## src/rtl/bmain_pkg.sv

```systemverilog
// bmain_pkg: shared types for the main-bus arbiter.
// Channel bundles, burst length and arbiter state encoding.
package bmain_pkg;

    localparam int BMAIN_BURST_LEN = 4;

    typedef struct packed {
        logic        valid;
        logic        cmd;
        logic [27:2] addr;
    } bmain_c_t;

    typedef struct packed {
        logic        valid;
        logic        last;
        logic [31:0] data;
        logic [3:0]  mask;
    } bmain_w_t;

    typedef struct packed {
        logic        valid;
        logic        last;
        logic [31:0] data;
    } bmain_r_t;

    typedef enum logic [1:0] {
        ST_IDLE,
        ST_CMD,
        ST_WDATA,
        ST_RDATA
    } bmain_state_e;

endpackage

```

## src/rtl/bmain_arb.sv

```systemverilog
// bmain_arb: two-master burst arbiter in front of the DRAM controller.
// Master 0 = icache refill, master 1 = dcache refill/writeback.
module bmain_arb
    import bmain_pkg::*;
#(
    parameter int BURST_LEN = BMAIN_BURST_LEN
) (
    input  logic              clk_core,
    input  logic              reset_n,
    input  bmain_c_t [1:0]    m_c,
    output logic [1:0]        m_cready,
    input  bmain_w_t [1:0]    m_w,
    output logic [1:0]        m_wready,
    output bmain_r_t [1:0]    m_r,
    input  logic [1:0]        m_rready,
    output logic              bmain_cvalid_dctl,
    input  logic              dctl_cready,
    output logic              bmain_cmd,
    output logic [27:2]       bmain_addr,
    output logic              bmain_wvalid_dctl,
    input  logic              dctl_wready,
    output logic              bmain_wlast,
    output logic [31:0]       bmain_wdata,
    output logic [3:0]        bmain_wmask,
    input  logic              dctl_rvalid,
    output logic              bmain_rready_dctl,
    input  logic              dctl_rlast,
    input  logic [31:0]       dctl_rdata,
    output logic              arb_error
);

    localparam int CW = (BURST_LEN > 1) ? $clog2(BURST_LEN) : 1;
    localparam logic [CW-1:0] LAST_CNT = CW'(BURST_LEN - 1);

    bmain_state_e  r_state;
    bmain_state_e  w_state_nxt;
    logic          r_owner;
    logic          w_owner_nxt;
    logic          r_ptr;
    logic          w_ptr_nxt;
    logic [CW-1:0] r_cnt;
    logic [CW-1:0] w_cnt_nxt;
    logic          r_err;
    logic          w_err_nxt;
    logic          w_pick;
    logic          w_beat;
    logic          w_last;

    assign arb_error = r_err;

    // Round-robin pick: pointer master wins a tie, else the lone requester.
    always_comb begin
        w_pick = 1'b0;
        unique case (1'b1)
            (m_c[0].valid & m_c[1].valid):  w_pick = r_ptr;
            (m_c[1].valid & ~m_c[0].valid): w_pick = 1'b1;
            default:                        w_pick = 1'b0;
        endcase
    end

    // State, ownership, beat counter and sticky error registers.
    always_ff @(posedge clk_core) begin
        if (!reset_n) begin
            r_state <= ST_IDLE;
            r_owner <= 1'b0;
            r_ptr   <= 1'b0;
            r_cnt   <= '0;
            r_err   <= 1'b0;
        end else begin
            r_state <= w_state_nxt;
            r_owner <= w_owner_nxt;
            r_ptr   <= w_ptr_nxt;
            r_cnt   <= w_cnt_nxt;
            r_err   <= w_err_nxt;
        end
    end

    // Next state: grant in IDLE, command beat, then data beats until last.
    always_comb begin
        w_state_nxt = r_state;
        w_owner_nxt = r_owner;
        w_ptr_nxt   = r_ptr;
        w_cnt_nxt   = r_cnt;
        w_err_nxt   = r_err;
        w_beat      = 1'b0;
        w_last      = 1'b0;
        unique case (r_state)
            ST_IDLE: begin
                if (m_c[0].valid | m_c[1].valid) begin
                    w_owner_nxt = w_pick;
                    w_state_nxt = ST_CMD;
                end
            end
            ST_CMD: begin
                if (m_c[r_owner].valid & dctl_cready) begin
                    w_state_nxt = m_c[r_owner].cmd ? ST_RDATA : ST_WDATA;
                    w_cnt_nxt   = '0;
                end
            end
            ST_WDATA: begin
                w_beat = m_w[r_owner].valid & dctl_wready;
                w_last = m_w[r_owner].last;
            end
            ST_RDATA: begin
                w_beat = dctl_rvalid & m_rready[r_owner];
                w_last = dctl_rlast;
            end
            default: w_state_nxt = ST_IDLE;
        endcase
        // A last flag must coincide exactly with the final counted beat.
        if (w_beat) begin
            w_cnt_nxt = r_cnt + 1'b1;
            if (w_last != (r_cnt == LAST_CNT)) begin
                w_err_nxt = 1'b1;
            end
            if (w_last) begin
                w_state_nxt = ST_IDLE;
                w_ptr_nxt   = ~r_owner;
            end
        end
    end

    // Channel muxing: only the owner sees ready/valid, read data fans out.
    always_comb begin
        bmain_cvalid_dctl = 1'b0;
        bmain_cmd         = m_c[r_owner].cmd;
        bmain_addr        = m_c[r_owner].addr;
        bmain_wvalid_dctl = 1'b0;
        bmain_wlast       = m_w[r_owner].last;
        bmain_wdata       = m_w[r_owner].data;
        bmain_wmask       = m_w[r_owner].mask;
        bmain_rready_dctl = 1'b0;
        m_cready          = 2'b00;
        m_wready          = 2'b00;
        for (int i = 0; i < 2; i++) begin
            m_r[i].valid = 1'b0;
            m_r[i].last  = dctl_rlast;
            m_r[i].data  = dctl_rdata;
        end
        unique case (r_state)
            ST_IDLE: begin
            end
            ST_CMD: begin
                bmain_cvalid_dctl = m_c[r_owner].valid;
                m_cready[r_owner] = dctl_cready;
            end
            ST_WDATA: begin
                bmain_wvalid_dctl = m_w[r_owner].valid;
                m_wready[r_owner] = dctl_wready;
            end
            ST_RDATA: begin
                bmain_rready_dctl  = m_rready[r_owner];
                m_r[r_owner].valid = dctl_rvalid;
            end
            default: begin
            end
        endcase
    end

endmodule

```

## config.mk

```make
export PLATFORM = sky130hd
export DESIGN_NAME = bmain_arb
export DESIGN_NICKNAME = d
export VERILOG_FILES = /design/src/rtl/bmain_pkg.sv /design/src/rtl/bmain_arb.sv
export SDC_FILE = /design/constraint.sdc
export NUM_CORES = 1
export LEC_CHECK = 0
export BUFFER_PORTS_ARGS = -buffer_cell sky130_fd_sc_hd__buf_2
export CAP_MARGIN = 20
export CORE_AREA = 2 2 120 122
export CTS_CLUSTER_SIZE = 24
export DETAILED_ROUTE_END_ITERATION = 16
export DIE_AREA = 0 0 122 124
export GPL_ROUTABILITY_DRIVEN = 0
export HOLD_SLACK_MARGIN = 0.03
export PLACE_DENSITY_LB_ADDON = 0.1
export SETUP_SLACK_MARGIN = 0.4
export SLEW_MARGIN = 20
export SYNTH_ARGS = -nofsm -noshare
export SYNTH_HDL_FRONTEND = slang
export SYNTH_SLANG_ARGS = --single-unit
export TNS_END_PERCENT = 50
```

## constraint.sdc

```tcl
create_clock -name clk_core -period 3.4 [get_ports clk_core]
set_input_delay 0.17 -clock clk_core [delete_from_list [all_inputs] [get_ports clk_core]]
set_output_delay 0.17 -clock clk_core [all_outputs]
set_load 0.02 [all_outputs]
```

==> results.sh <==
export IMPL_placed_cell_area_um2=2490
export IMPL_htreeDepth=1
export IMPL_arrival_ns=1.98
export IMPL_die_x_um=122
export IMPL_slew_headroom_pct=57.6
export IMPL_cts_repair_resized=0
export IMPL_clock_latency_ns=0.23
export IMPL_synth_ff_type="dfxtp_1"
export IMPL_synth_edf_count=0
export IMPL_coreArea_um2=13700
export IMPL_die_area_um2=15100
export IMPL_worstSetupPathType="flip-flop to primary output"
export IMPL_crit_family="flip-flops"
export IMPL_ys_warn_count=0
export IMPL_yosysSeqAreaShare_pct=8.10
export IMPL_vdd_ir_drop_max_mv=0.0931
export IMPL_firstDrtPassIters=3
export IMPL_layout_common_cells="buf_2, mux2_2, nor2_1"
export IMPL_p_total_uw=648
export IMPL_syn2layout_area_growth_pct=48.3
export IMPL_syn_inst=194
export IMPL_crit_buf_inv=2
export IMPL_antenna_found_initial=1
export IMPL_outcome="complete, no violations"
export IMPL_layout_drive_gt1_share_pct=85.5
export IMPL_critical_path_slowest_cell="dfxtp_4"
export IMPL_die_y_um=124
export IMPL_rows=43
export IMPL_final_area_um2=2570
export IMPL_clock_skew_final_ns=0.00436
export IMPL_synth_area_per_cell_um2=8.92
export IMPL_hold_viol=0
export IMPL_crit_path_start_kind="flip-flop"
export IMPL_critPathMaxFanout=47
export IMPL_cts_sinks=7
export IMPL_port_buffers=215
export IMPL_hold_ws_ns=0.233
export IMPL_grt_max_degree=48
export IMPL_synth_net_count=367
export IMPL_timing_fmax_mhz=464
export IMPL_post_cts_buffers=0
export IMPL_postCtsHoldBufs=0
export IMPL_cts_tree="built"
export IMPL_worstMarginPinSlew_ns=0.636
export IMPL_rsz0062_at_grt="false"
export IMPL_dr_first_iter_drc_count=31
export IMPL_grt_overflow=0
export IMPL_netlist_area_um2=1730
export IMPL_power_leakage_nw=1.30
export IMPL_power_density_nw_per_um2=253
export IMPL_synthArstFlopShare_pct=0
export IMPL_tns_ns=0
export IMPL_routed_wl_um=7150
export IMPL_vias=1892
export IMPL_clkTransAtPathRegs_ns=0.04
export IMPL_period_share_pct=63.3
export IMPL_slew_violations=0
export IMPL_yosys_cell_types_count=31
export IMPL_grt_pass1_wl_um=9140
export IMPL_final_setup_viol_count=0
export IMPL_fill_cells=1572
export IMPL_detail_route_wl_per_cell_um=13.8
export IMPL_layout_commonest_cell="buf_2"
export IMPL_route_detailed_drc=0
export IMPL_vias_per_cell=3.65
export IMPL_cts_buffer_depth=2
export IMPL_diodes=0
export IMPL_root_buffer="clkbuf_16"
export IMPL_dp_hpwl_um=6380
export IMPL_critical_path_required_ns=3.23
export IMPL_ys_seq_elements=7
export IMPL_cp_cell_sequence="buf_4 > mux2_2 > buf_2"
export IMPL_max_stage_delay_ns=0.72
export IMPL_hp_class="input port to flip-flop"
export IMPL_grt_pass1_vias=1760
export IMPL_grt_util_all_layers_pct=8.17
export IMPL_stdcell_count=518
export IMPL_cts_inserted_buffers=3
export IMPL_dp_cells=514
export IMPL_start_util_pct=12.6
export IMPL_max_cap_violations=0
export IMPL_postRouteAntennaNets=0
export IMPL_final_min_clock_period_ns=2.15
export IMPL_fin_nets=512
export IMPL_worstSetupEndpointType="primary output"
export IMPL_io_pins=312
-- routing by layer --
layer | vias to the layer above | routed length, um | track usage [%]
met1 | 804 | 2330 | 8.02
li1 | 891 | - | -
met4 | 2 | 172 | 3.30
met2 | 176 | 3650 | 15.7
met3 | 19 | 978 | 2.70
met5 | - | 10 | 0
-- cell families after synthesis --
logic type                 after synthesis  share of synthesized area, %
AOI/OAI and AO/OA                       13                          6.80
DFF                                      7                          8.10
xor gates and xnor gates                 1                         0.506
muxes                                   67                          43.6
and+or+nand+nor                         26                          7.45
buffers and inverters                   79                          32.8
adders and majority gates                1                         0.723
-- cell usage after synthesis, drive strengths merged, types with 2 or more instances --
master / instances / area [um^2]
buf: 76 / 557
mux2: 64 / 724
nor2: 12 / 45.0
dfxtp: 7 / 140
inv: 3 / 11.3
mux2i: 3 / 30.0
nand2: 3 / 11.3
nand3b: 3 / 22.5
nor3: 2 / 10.0
nor3b: 2 / 15.0
o21ai: 2 / 13.8
o21bai: 2 / 15.0
-- flip-flops by register name, summed over array words and instances (netlist names) --
signal / cells
r_ptr: 1
r_state: 2
r_owner: 1
arb_error: 1
r_cnt: 2
-- layout make-up --
class                           instances  area, um^2  area share [%]
Clock buffer                            3        75.1            2.93
Clock inverter                          1        5.00           0.195
Inverter                                3        11.3           0.439
Multi-Input combinational cell        108        1020            39.8
Sequential cell                         7         144            5.61
Tap cell                              180         225            8.78
Timing Repair Buffer                  216        1080            42.2
-- worst register-to-register path: stages (launching register included) --
cell and delay, ns:
dfxtp_4 0.72, mux2i_1 0.29, o22a_2 0.32, o311a_1 0.34
-- worst paths after layout --
path	startpoint	endpoint	slack, ns	cells past startpoint
worst max-delay path	r_owner$_SDFFE_PN0P_	bmain_wdata[30]	1.25	3
worst min register to register	arb_error$_SDFFE_PN0P_	arb_error$_SDFFE_PN0P_	0.48	2
worst max register to register	r_owner$_SDFFE_PN0P_	r_ptr$_SDFFE_PN0P_	1.62	3
worst min-delay path	reset_n	r_ptr$_SDFFE_PN0P_	0.23	2
-- power by group --
group / leakage, nW / internal (mW) / switching (mW)
clock network: 0.0409 / 0.155 / 0.0490
logic: 1.20 / 0.169 / 0.172
registers: 0.0577 / 0.0853 / 0.0191
-- stage by stage --
stage | setup WS [ns] | utilization [%]
4_1_cts | 1.22 | 18.7
2_1_floorplan | 1.98 | -
3_3_place_gp | 1.48 | 18.1
6_report | 1.25 | 18.7
3_5_place_dp | 1.47 | 18.1
5_1_grt | 1.13 | 18.7
(Power assumes the default switching activity.)
